<file path="src/rtl/mac_sim_pkg.sv">
// mac_sim_pkg: shared state encoding, LFSR polynomial and framing helpers for the MAC RX packet source.
package mac_sim_pkg;
  typedef enum logic [2:0] {IDLE, AVAIL, READ, HALT, GAP, DONE} state_t;
  // Right-shift Galois taps for x^32+x^22+x^2+x+1
  localparam logic [31:0] LFSR_TAPS = 32'h8020_0003;
  function automatic logic [31:0] lfsr_step(input logic [31:0] s);
    return (s >> 1) ^ (s[0] ? LFSR_TAPS : 32'h0);
  endfunction
  function automatic int ben_calc(input int len, input int bytes_per_beat);
    return (len - 1) % bytes_per_beat;
  endfunction
endpackage

</file>
<file path="src/rtl/mac_lfsr32.sv">
// mac_lfsr32: 32-bit Galois LFSR advancing STEPS states per enabled cycle.
module mac_lfsr32
  import mac_sim_pkg::*;
#(
  parameter logic [31:0] SEED = 32'hACE1_0001,
  parameter int STEPS = 1
) (
  input  logic        clk,
  input  logic        rstn,
  input  logic        en,
  output logic [31:0] state
);
  logic [31:0] nxt;
  always_comb begin
    nxt = state;
    for (int i = 0; i < STEPS; i++) nxt = lfsr_step(nxt);
  end
  always_ff @(posedge clk) begin
    if (!rstn) state <= SEED;
    else if (en) state <= nxt;
  end
endmodule

</file>
<file path="src/rtl/mac_rx_pkt_gen.sv">
// mac_rx_pkt_gen: MAC RX packet source emitting framed LFSR data with halts and inter-packet gaps.
module mac_rx_pkt_gen
  import mac_sim_pkg::*;
#(
  parameter int DATA_W = 32,
  parameter int BEN_W = 2,
  parameter int LEN_W = 16,
  parameter int HALT_PERIOD = 10000,
  parameter int HALT_LEN = 55,
  parameter int IPG = 12,
  parameter logic [31:0] LFSR_SEED = 32'hACE1_0001
) (
  input  logic              mac_clk_i,
  input  logic              mac_rstn_i,
  input  logic              start_i,
  input  logic [LEN_W-1:0]  pkt_len_i,
  input  logic [LEN_W-1:0]  pkt_cnt_i,
  input  logic              stop_i,
  input  logic              mac_rxrqrd_i,
  output logic [DATA_W-1:0] mac_rxd_o,
  output logic [BEN_W-1:0]  mac_ben_o,
  output logic              mac_rxda_o,
  output logic              mac_rxsop_o,
  output logic              mac_rxeop_o,
  output logic              mac_rxdv_o,
  output logic              busy_o,
  output logic              done_o,
  output logic [LEN_W-1:0]  pkts_sent_o
);
  localparam int BYTES = DATA_W / 8;
  localparam int NW = (DATA_W + 31) / 32;
  localparam bit HALT_EN = HALT_PERIOD != 0 && HALT_LEN != 0;
  localparam int HP = HALT_PERIOD == 0 ? 1 : HALT_PERIOD;
  localparam int HW = $clog2(HALT_LEN + 2);
  localparam int GW = $clog2(IPG + 2);
  state_t state, next;
  logic [LEN_W-1:0] len_cfg, cnt_cfg, beat_cnt, pkt_idx, last_idx;
  logic [HW-1:0] halt_cnt;
  logic [GW-1:0] gap_cnt;
  logic [BEN_W-1:0] ben_v;
  logic [31:0] lfsr, s;
  logic [NW*32-1:0] words;
  logic [DATA_W-1:0] mask;
  logic start_ok, xfer, last, halt_due, last_pkt, fin, stop_seen;
  mac_lfsr32 #(.SEED(LFSR_SEED), .STEPS(NW)) u_lfsr (
    .clk(mac_clk_i), .rstn(mac_rstn_i), .en(xfer), .state(lfsr)
  );
  // Wide buses take successive LFSR states, oldest in the low word
  always_comb begin
    s = lfsr;
    words = '0;
    for (int j = 0; j < NW; j++) begin
      words[32*j +: 32] = s;
      s = lfsr_step(s);
    end
  end
  always_comb begin
    mask = '0;
    for (int i = 0; i < BYTES; i++) mask[8*i +: 8] = (!last || i <= int'(ben_v)) ? 8'hFF : 8'h00;
  end
  assign last_idx = LEN_W'((int'(len_cfg) - 1) / BYTES);
  assign ben_v = BEN_W'(ben_calc(int'(len_cfg), BYTES));
  assign start_ok = start_i && (state == IDLE || state == DONE);
  assign xfer = state == READ && mac_rxrqrd_i;
  assign last = beat_cnt == last_idx;
  assign halt_due = HALT_EN && !last && (int'(beat_cnt) + 1) % HP == 0;
  assign last_pkt = cnt_cfg != '0 && int'(pkt_idx) + 1 >= int'(cnt_cfg);
  assign fin = stop_seen || stop_i;
  assign busy_o = state != IDLE && state != DONE;
  assign done_o = state == DONE;
  // Packet-available stays up through the eop beat itself
  assign mac_rxda_o = state == AVAIL || state == READ || state == HALT || mac_rxeop_o;
  always_comb begin
    next = state;
    case (state)
      IDLE, DONE: next = start_i ? AVAIL : state;
      AVAIL: next = fin ? DONE : mac_rxrqrd_i ? READ : AVAIL;
      READ: next = !xfer ? READ : last ? (IPG != 0 ? GAP : (fin || last_pkt) ? DONE : AVAIL) : halt_due ? HALT : READ;
      HALT: next = halt_cnt == HW'(HALT_LEN - 1) ? READ : HALT;
      GAP: next = gap_cnt == GW'(IPG) ? (fin ? DONE : AVAIL) : GAP;
      default: next = IDLE;
    endcase
  end
  always_ff @(posedge mac_clk_i) begin
    if (!mac_rstn_i) begin
      state <= IDLE;
      len_cfg <= '0;
      cnt_cfg <= '0;
      beat_cnt <= '0;
      pkt_idx <= '0;
      halt_cnt <= '0;
      gap_cnt <= '0;
      stop_seen <= 1'b0;
      mac_rxd_o <= '0;
      mac_ben_o <= '0;
      mac_rxsop_o <= 1'b0;
      mac_rxeop_o <= 1'b0;
      mac_rxdv_o <= 1'b0;
      pkts_sent_o <= '0;
    end else begin
      state <= next;
      halt_cnt <= state == HALT ? halt_cnt + 1'b1 : '0;
      gap_cnt <= state == GAP ? gap_cnt + 1'b1 : '0;
      mac_rxdv_o <= xfer;
      mac_rxsop_o <= xfer && beat_cnt == '0;
      mac_rxeop_o <= xfer && last;
      if (xfer) begin
        mac_rxd_o <= words[DATA_W-1:0] & mask;
        mac_ben_o <= last ? ben_v : '1;
        beat_cnt <= last ? '0 : beat_cnt + 1'b1;
      end
      if (mac_rxeop_o && pkts_sent_o != '1) pkts_sent_o <= pkts_sent_o + 1'b1;
      if (start_ok) begin
        len_cfg <= pkt_len_i == '0 ? LEN_W'(1) : pkt_len_i;
        cnt_cfg <= pkt_cnt_i;
        pkt_idx <= '0;
        beat_cnt <= '0;
        pkts_sent_o <= '0;
        stop_seen <= 1'b0;
      end else if (busy_o) begin
        stop_seen <= fin || (xfer && last && last_pkt);
        if (xfer && last) pkt_idx <= pkt_idx + 1'b1;
      end
    end
  end
endmodule

</file>
<file path="config.mk">
export PLATFORM = sky130hd
export DESIGN_NAME = mac_rx_pkt_gen
export DESIGN_NICKNAME = d
export VERILOG_FILES = /design/src/rtl/mac_sim_pkg.sv /design/src/rtl/mac_lfsr32.sv /design/src/rtl/mac_rx_pkt_gen.sv
export SDC_FILE = /design/constraint.sdc
export NUM_CORES = 1
export LEC_CHECK = 0
export CAP_MARGIN = 10
export CORE_MARGIN = 2
export CORE_UTILIZATION = 58
export CTS_CLUSTER_SIZE = 8
export DETAILED_ROUTE_END_ITERATION = 6
export PLACE_DENSITY = 0.8
export SYNTH_ARGS = -nofsm -noshare
export SYNTH_HDL_FRONTEND = slang
export SYNTH_HIERARCHICAL = 1
export SYNTH_SLANG_ARGS = --single-unit
</file>
<file path="constraint.sdc">
create_clock -name mac_clk_i -period 5.69 [get_ports mac_clk_i]
set_clock_uncertainty 0.2 [all_clocks]
set_input_delay 1.138 -clock mac_clk_i [delete_from_list [all_inputs] [get_ports mac_clk_i]]
set_output_delay 1.138 -clock mac_clk_i [all_outputs]
set_load 0.05 [all_outputs]
</file>
=== After elaboration in Yosys (flattened, before gate mapping) ===
Cells that the tools add are included.

* Add/subtract/negate cells: 9
* Multipliers: 0
* Divide/modulo/power cells: 1
* Magnitude comparators: 4
* Equal/unequal tests: 11
* Shift-type cells: 0
* Multiplexer cells: 17
* Bitwise operators: 4
* Reductions and logical operators: 31

{| class="wikitable"
|+ Operators with widths
! operator !! number
|-
| $add A16 B1 Y16 const B || 3
|-
| $add A16 B1 Y17 const B || 2
|-
| $and A32 B32 Y32 || 1
|-
| $logic_not A16 Y1 || 2
|-
| $logic_not A32 Y1 || 1
|-
| $mod A32 B15 Y32 const B || 1
|-
| $mux W16 || 2
|-
| $mux W32 || 1
|-
| $xor A31 B32 Y32 || 1
|-
| $mux W8 || 3
|-
| $mux W3 || 6
|-
| $ge A17 B16 Y1 || 1
|-
| $sub A16 B1 Y17 const B || 1
|-
| $add A16 B1 Y16 || 1
|-
| $eq A16 B16 Y1 || 1
|-
| $ne A16 B16 Y1 const B || 1
|-
| $reduce_bool A16 Y1 || 1
|-
| $pmux W3 S5 || 1
|-
| $logic_and A1 B1 Y1 || 9
|-
| $logic_or A1 B1 Y1 || 9
|-
| $add A6 B1 Y6 const B || 1
|-
| $eq A3 B2 Y1 const B || 2
|-
| $eq A3 B3 Y1 const B || 2
|-
| $eq A6 B6 Y1 const B || 1
|-
| 16 further kinds || 23
|}

* Flip-flop bits (word level): 163
* Latch bits: 0
* RAM bits: 0
* Bits in read-only memories: 0
* Input bits: 37
* Output and inout port bits: 56
* Word-level logic and storage cells: 92
* Memories kept: 0

=== Longest topological paths before layout ===
Gate-level depths: netlist of run 1.

* Depth after elaboration: 11
* Depth in mapped cells: 22
* Gate-level depth less buffers: 20

=== By module ===
The synthesis of run 1 kept the hierarchy.

{| class="wikitable"
|+ By module, submodules not included
! module !! times used !! cells each !! area an instance (um^2) !! seq. area each (um^2)
|-
| mac_rx_pkt_gen || 1 || 1071 || 8414.3 || 2622.5
|-
| mac_lfsr32 || 1 || 135 || 1451.4 || 640.6
|}

=== Least setup slack after synthesis of run 1 ===
Ideal clock, no wire load.

* Kind: flip-flop to flip-flop
* From: register len_cfg[9]
* To: register pkt_idx[14]
* Arrival time: 4.255 ns
* Path slack: 1.107 ns
* Stages on the path, launching flop included: 19
* Buffers on the path: 2
* Period minus slack after synthesis: 4.583 ns
* Cells stage by stage: dfxtp_1 -> buf_2 -> or4_1 -> or3_1 -> or3_1 -> nor2_1 -> ha_1 -> nand3_1 -> or3b_2 -> a21oi_1 -> o21ai_1 -> a2111oi_0 -> and4b_1 -> nand4b_1 -> nor2_1 -> buf_2 -> nand2_1 -> xor2_1 -> nor2_1

* Longest elaborated chain between the ends: 6

{| class="wikitable"
|+ RTL lines
! element !! RTL line !! text
|-
| start: declaration || mac_rx_pkt_gen.sv:37 || <nowiki>logic [LEN_W-1:0] len_cfg, cnt_cfg, beat_cnt, pkt_idx, last_idx;</nowiki>
|-
| start signal: assignment || mac_rx_pkt_gen.sv:114 || <nowiki>len_cfg <= pkt_len_i == '0 ? LEN_W'(1) : pkt_len_i;</nowiki>
|-
| $sub A16 B1 Y17 * || - ||
|-
| $and A1 B1 Y1 (no line) || - ||
|-
| $add A16 B1 Y16 (no line) * || - ||
|-
| $eq A16 B16 Y1 * || mac_rx_pkt_gen.sv:65 || <nowiki>assign last = beat_cnt == last_idx;</nowiki>
|-
| $logic_and A1 B1 Y1 * || mac_rx_pkt_gen.sv:122 || <nowiki>if (xfer && last) pkt_idx <= pkt_idx + 1'b1;</nowiki>
|-
| $reduce_and A2 Y1 (no line) * || - ||
|-
| end signal: assignment || mac_rx_pkt_gen.sv:122 ||
|-
| end: declaration || mac_rx_pkt_gen.sv:37 ||
|}

Mark *: on every way between the ends. The rest lies on a longest branch, timed or not.
A chain may end at the register's enable or synchronous reset.

=== Final worst setup path of run 1 ===
* From: register len_cfg[3]
* To: register mac_rxd_o[20]

* Longest elaborated chain between the ends: 8

{| class="wikitable"
|+ RTL lines
! element !! RTL line !! text
|-
| $sub A16 B1 Y17 * || - ||
|-
| $and A1 B1 Y1 (no line) || - ||
|-
| $add A16 B1 Y16 (no line) * || - ||
|-
| $eq A16 B16 Y1 * || mac_rx_pkt_gen.sv:65 ||
|-
| $logic_not A1 Y1 * || mac_rx_pkt_gen.sv:59 || <nowiki>for (int i = 0; i < BYTES; i++) mask[8*i +: 8] = (!last || i <= int'(ben_v)) ? 8'hFF : 8'h00;</nowiki>
|-
| $logic_or A1 B1 Y1 * || mac_rx_pkt_gen.sv:59 ||
|-
| $mux W8 * || mac_rx_pkt_gen.sv:59 ||
|-
| $and A32 B32 Y32 * || mac_rx_pkt_gen.sv:108 || <nowiki>mac_rxd_o <= words[DATA_W-1:0] & mask;</nowiki>
|-
| end signal: assignment || mac_rx_pkt_gen.sv:108 ||
|-
| end: declaration || mac_rx_pkt_gen.sv:20 || <nowiki>output logic [DATA_W-1:0] mac_rxd_o,</nowiki>
|}

Marked as above.

==> metrics.md, run 1 <==
| Metric | Value |
|---|---|
| Status | `completed` |
| Max Fanout on Critical Path | `22` |
| Core footprint | `0.0166 mm²` |
| Die area | `0.0181 mm²` |
| CTS Sinks | `163` |
| Number of global-route vias before repair | `8,295` |
| TritonRoute pass-1 iters | `7` |
| Top FF cell, synth | `dfxtp_1` |
| Area after DPL | `0.0106 mm²` |
| Most common cell after layout, fill and taps aside | `dfxtp_1` |
| HPWL after DPL | `17.2 mm` |
| Area grow syn2layout | `13.6%` |
| Yosys top cell by area | `dfxtp_1` |
| Post-Route Utilization | `0.676` |
| Initial core utilization | `0.595` |
| Hold Fails Final Rpt | `0` |
| Synth warn | `6` |
| Wire length per cell | `16.7 µm` |
| Max Root-Sink Buffers | `2` |
| CP max-delay cell | `a21oi_2` |
| Worst-path clk slew | `0.07 ns` |
| Max-slew violations | `0` |
| Worst slew margin | `0.214` |
| Post-layout instance area | `0.0112 mm²` |
| Final setup violation count | `0` |
| Clock tree from TritonCTS | `built` |
| I/O Pins | `93` |
| Asr flop ratio synth | `0` |
| Diode count | `0` |
| Mapped Cells | `1,206` |
| Via count | `8,882` |
| Nature of the critical path endpoint | `flop` |
| Cell Chain, Critical Path | `nor4_4 > nand3_1 > or3_1 > or3_1 > nor2_1 > ha_1 > ha_1 > and2_1 > nor2_1 > a32o_1 > a221o_1 > a21oi_1 > o21ai_0 > nand4b_1 > buf_4 > clkinvlp_4 > a21oi_2 > a22oi_1 > nor2_1` |
| CTS root buf | `clkbuf_16` |
| Unrepaired setup endpoints after global routing | `no` |
| Fraction of layout cells with a size suffix above 1 | `0.0760` |
| Startpoint Class | `flop` |
| Die width | `134 µm` |
| Post-synth EDFFs | `0` |
| GP Congestion | `0.896` |
| Syn_nets | `1,273` |
| FF+latch count, synth | `163` |
| HP Class | `flop to flop` |
| Worst Max-Slew Pin Slew | `1.18 ns` |
| Crit Path Class | `flop to flop` |
| Skew-Pair Late Insertion Delay | `0.43 ns` |
| Synth cell types | `89` |
| Mapped Area | `0.00987 mm²` |
| Worst slack, placed | `0.389 ns` |
| CTS Hold Bufs | `0` |
| DIE HEIGHT | `134 µm` |
| CTS Buf Count | `17` |
| Hold Slack | `0.263 ns` |
| Drt via density | `6.04` |
| Leak | `4.04 nW` |
| Min setup slack post-route | `0.502 ns` |
| Starting DRT DRC Count | `773` |
| Sequential element share of the synthesized area | `0.331` |
| Final #Nets | `1,306` |
| Syn_area_per_cell | `8.18 µm²` |
| CP Data Required Time | `5.85 ns` |
| Synth area leaders | `dfxtp_1 33%, nand2_1 5.2%, nor2_1 5.0%, xnor2_1 4.9%, xor2_1 4.3%` |
| Max IR drop VDD | `0.000196 V` |
| Drt drc | `0` |
| First-pass GRT wire length | `40.2 mm` |
| Period minus WS final | `5.19 ns` |
| GRT Residual Overflow | `0` |
| GRT Total Usage | `0.272` |
| CTS H-tree depth | `4` |
| Critical path's largest stage delay | `0.45 ns` |
| Crit path top cell by count | `nor2_1` |
| Initial antenna violation count | `0` |
| Total wire length | `24.6 mm` |
| Pwr Density | `248 mW/mm²` |
| Row Count | `47` |
| Most frequent cells in the layout | `163 x dfxtp_1, 137 x nand2_1, 131 x nor2_1, 92 x clkdlybuf4s50_1, 67 x a21oi_1` |
| Max-cap violations | `0` |
| Final period utilization | `0.912` |
| Maximum clock rate | `0.193 GHz` |
| Antenna viol nets, final | `0` |
| Largest net degree at the start of global routing | `61` |
| Top-area cell type share of the netlist area | `0.331` |
| Crit path DAT | `5.34 ns` |
| Post-route setup TNS | `0 ns` |
| Port bufs | `92` |
==> repair_timing <==
item	in CTS	in global routing
gates resized for setup	0	6
endpoints found under the setup margin	0	34
setup buffers	0	0
==> cell families after synthesis <==
kind of cell / synth area share
buffers and inverters: 0.0703
AND/OR/NAND/NOR: 0.241
flip-flops: 0.331
adder cells (fa/ha/maj): 0.0380
XOR/XNOR: 0.0964
AO/OA/AOI/OAI: 0.181
multiplexers: 0.0422
==> stage by stage <==
step / total power (W) / instances
after floorplan: 0.00157 / 1206
after global placement: 0.00168 / 1440
after detailed placement: 0.00169 / 1440
after CTS: 0.00278 / 1470
after global routing: 0.00289 / 1470
final: 0.00278 / 1470
==> sequential cells by signal, indices dropped and copies added, names as in the netlist <==
| signal | cells |
|---|---|
| mac_rxd_o | 32 |
| u_lfsr/state | 32 |
| beat_cnt | 16 |
| cnt_cfg | 16 |
| len_cfg | 16 |
| pkt_idx | 16 |
| pkts_sent_o | 16 |
| halt_cnt | 6 |
| gap_cnt | 4 |
| state | 3 |
| mac_ben_o | 2 |
| mac_rxdv_o | 1 |
| mac_rxeop_o | 1 |
| mac_rxsop_o | 1 |
| stop_seen | 1 |
==> layer usage <==
layer / global-route usage / wire length (µm)
met1: 0.356 / 11000
met2: 0.444 / 11700
met3: 0.0552 / 1380
met4: 0.102 / 459
met5: 0 / 0
==> path summary, 6_finish.rpt <==
path | from | endpoint | slack (ns) | depth (start not counted)
setup reg to reg | len_cfg[3] | mac_rxd_o[20] | 0.50 | 19
hold / removal | mac_rxd_o[3] | mac_rxd_o[3] | 0.26 | 2
setup / recovery | len_cfg[3] | mac_rxd_o[20] | 0.50 | 19
hold reg to reg | mac_rxd_o[3] | mac_rxd_o[3] | 0.26 | 2
==> final cells by class <==
cell class / instances / area [µm²]
Clock buffer: 18 / 439
Clock inverter: 12 / 124
Multi-Input combinational cell: 913 / 5930
Tap cell: 220 / 275
Sequential cell: 163 / 3260
Fill cell: 1373 / 5380
Inverter: 37 / 143
Timing Repair Buffer: 107 / 1030
==> synthesized netlist by cell type, drive strengths merged (29+ instances only) <==
library cell and count:
mux2i 39, inv 36, xnor2 57, nand2 137
dfxtp 163, buf 54, nand3 54, a22oi 31
o21ai 42, clkbuf 39, nor3 29, nor2 133
ha 30, a21oi 70, xor2 49
==> critical path, delay by kind of cell, from the launching register on <==
kind / cells / cell delay (ns)
fa+ha+maj: 2 / 0.39
simple gates: 9 / 2.17
buf+inv: 2 / 0.56
compound gates: 6 / 1.39
flops: 1 / 0.38
==> power by group <==
group	internal, W	total (W)	switching, W
Combinational	0.000190	0.000465	0.000275
Sequential	0.00117	0.00121	0.0000404
Clock	0.000618	0.00110	0.000483
Total	0.00198	0.00278	0.000799
No activity file was read; power rests on OpenSTA's default activity.
==> run 2, diff against run 1 <==
--- a/config.mk
+++ b/config.mk
@@ -10,6 +10,7 @@
 export CORE_UTILIZATION = 58
 export CTS_CLUSTER_SIZE = 8
 export DETAILED_ROUTE_END_ITERATION = 6
+export GPL_ROUTABILITY_DRIVEN = 0
 export PLACE_DENSITY = 0.8
 export SYNTH_ARGS = -nofsm -noshare
 export SYNTH_HDL_FRONTEND = slang
==> run 2 against run 1 <==
  * Sequential power hardly changed
  * Die area stayed put
  * Cell area is 0.12% higher
  * Sequential share of layout area hardly changed
  * Critical endpoint is now beat_cnt[3]
  * Final cell count stayed put
  * Worst setup slack worse by 0.18 ns
  * Register-to-register slack worse by 0.18 ns
==> metrics.md, run 2 (synthesized netlist as in run 1, its figures left out) <==
| Metric | Value |
|---|---|
| Maximum clock rate | `0.186 GHz (-3.4%)` |
| Final #Nets | `1,304 (-0.15%)` |
| RR Endpoint | `beat_cnt[3]` |
| CTS root buf | `clkbuf_16` |
| I/O Pins | `93 (unchanged)` |
| Max Fanout on Critical Path | `22 (unchanged)` |
| Reg2reg path depth | `18 (-1)` |
| Number of global-route vias before repair | `8,311 (+0.19%)` |
| Largest regs | `mac_rxd_o (32), u_lfsr/state (32)` |
| Antenna viol nets, final | `0 (unchanged)` |
| Startpoint Class | `flop` |
| Status | `completed` |
| Wire length per cell | `16.8 µm (+0.62%)` |
| Area grow syn2layout | `13.7%` |
| Nature of the critical path endpoint | `flop` |
| GRT Residual Overflow | `0 (unchanged)` |
| Post-Route Utilization | `0.677 (+0.000830)` |
| Hold Slack | `0.256 ns (-0.00644 ns)` |
| Most frequent cells in the layout | `163 x dfxtp_1, 137 x nand2_1, 131 x nor2_1, 92 x clkdlybuf4s50_1, 67 x a21oi_1` |
| Period minus WS final | `5.37 ns (+0.183 ns)` |
| Die width | `134 µm (unchanged)` |
| CP Data Required Time | `5.78 ns (-0.07 ns)` |
| Hold Fails Final Rpt | `0 (unchanged)` |
| Die area | `0.0181 mm² (unchanged)` |
| Max-cap violations | `0 (unchanged)` |
| CTS Sinks | `163 (unchanged)` |
| Row Count | `47 (unchanged)` |
| Power, Total | `0.00282 W (+1.5%)` |
| Final setup violation count | `0 (unchanged)` |
| Crit path DAT | `5.46 ns (+0.12 ns)` |
| Clock tree from TritonCTS | `built` |
| Worst-path clk slew | `0.08 ns (about the same)` |
| Hold Path Depth | `2 (unchanged)` |
| DIE HEIGHT | `134 µm (unchanged)` |
| HPWL after DPL | `17.2 mm (-0.41%)` |
| Total wire length | `24.7 mm (+0.62%)` |
| Sink of the worst hold path | `mac_rxd_o[6]` |
| Diode count | `0 (unchanged)` |
| Crit Path Class | `flop to flop` |
| Worst Max-Slew Pin Slew | `1.20 ns (+0.0259 ns)` |
| CTS H-tree depth | `4 (unchanged)` |
| Largest net degree at the start of global routing | `61 (unchanged)` |
| Final period utilization | `0.944 (+0.0322)` |
| # fillers | `1,388 (+1.1%)` |
| RR Startpoint | `len_cfg[5]` |
| Starting DRT DRC Count | `814 (+5.3%)` |
| Drt drc | `0 (unchanged)` |
| Most common cell after layout, fill and taps aside | `dfxtp_1` |
| Fraction of layout cells with a size suffix above 1 | `0.0768 (+0.000800)` |
| Pwr Density | `251 mW/mm² (+1.4%)` |
| Core footprint | `0.0166 mm² (unchanged)` |
| Initial core utilization | `0.595 (unchanged)` |
| CTS Buf Count | `17 (unchanged)` |
| Initial antenna violation count | `0 (unchanged)` |
| R2R Setup Slk | `0.32 ns (-0.18 ns)` |
| Max IR drop VDD | `0.000212 V (+8.5%)` |
| Via count | `8,854 (-0.32%)` |
| Skew-Pair Late Insertion Delay | `0.44 ns (about the same)` |
| GRT Total Usage | `0.274 (+0.00173)` |
| Leak | `4.05 nW (+0.19%)` |
| Drt via density | `6.02 (-0.32%)` |
| First-pass GRT wire length | `40.5 mm (+0.79%)` |
| Max Root-Sink Buffers | `2 (unchanged)` |
| Hold path startpoint | `mac_rxd_o[6]` |
| Port bufs | `92 (unchanged)` |
| Max-slew violations | `0 (unchanged)` |
| HP Class | `flop to flop` |
| TritonRoute pass-1 iters | `5 (-2)` |
| Worst slew margin | `0.196 (-0.0173)` |
==> run 2: layout make-up <==
cell class	count	area, µm²	share of cell area
Multi-Input combinational cell	913	5930	0.529
Sequential cell	163	3260	0.291
Timing Repair Buffer	105	1020	0.0908
Clock buffer	18	439	0.0391
Tap cell	220	275	0.0245
Clock inverter	14	151	0.0135
Inverter	37	143	0.0127
==> run 2: what timing repair did <==
item,CTS,global route
hold buffers,0,0
gates resized for setup,0,6
buffers inserted,0,1
endpoints found under the setup margin,0,23
==> run 2: worst max path at each step <==
stage / slack, ns / depth (start not counted) / endpoint / startpoint
2_1_floorplan: 1.11 / 18 / pkt_idx[14] / len_cfg[9]
6_report: 0.32 / 18 / beat_cnt[3] / len_cfg[5]
4_1_cts: 0.31 / 18 / mac_rxd_o[22] / len_cfg[2]
5_1_grt: -0.005 / 19 / pkt_idx[14] / len_cfg[5]
3_3_place_gp: 0.64 / 18 / mac_rxd_o[17] / len_cfg[2]
3_5_place_dp: 0.35 / 18 / mac_rxd_o[17] / len_cfg[2]
==> run 2: where the power goes <==
group / internal (W) / leakage, nW / switching, W
logic: 0.000191 / 2.44 / 0.000274
registers: 0.00117 / 1.32 / 0.0000402
clock network: 0.000600 / 0.289 / 0.000543
total: 0.00196 / 4.05 / 0.000857
==> run 2: critical path: stages (launching register included) <==
cell        delay (ns)
dfxtp_1           0.37
nor4_4            0.43
nand3_1           0.22
or3_1             0.42
or3_1             0.41
nor2_1            0.14
ha_1              0.18
nand3_1           0.26
or3b_2            0.56
a21oi_1           0.19
o21ai_1           0.10
a2111oi_0         0.41
and4b_1           0.26
nand4b_1          0.12
buf_4             0.25
clkinvlp_4        0.18
nor2_1            0.15
a22oi_1           0.28
nor2_1            0.08
==> run 2: metal layers <==
metal  vias to the layer above  global-route usage  share of wire
li1                       4302                   -              -
met3                        54              0.0518          0.059
met4                         0              0.0883          0.019
met1                      4190               0.370           0.45
met5                         -                   0              0
met2                       308               0.443           0.47
==> run 2: per-stage QoR <==
stage          instances  TNS (ns)  setup slack, ns  instance area (µm²)
2_1_floorplan       1206         0             1.11                 9870
3_3_place_gp        1437         0            0.637                10600
3_5_place_dp        1437         0            0.351                10600
4_1_cts             1469         0            0.313                11200
5_1_grt             1470  -0.00507         -0.00507                11200
6_report            1470         0            0.318                11200
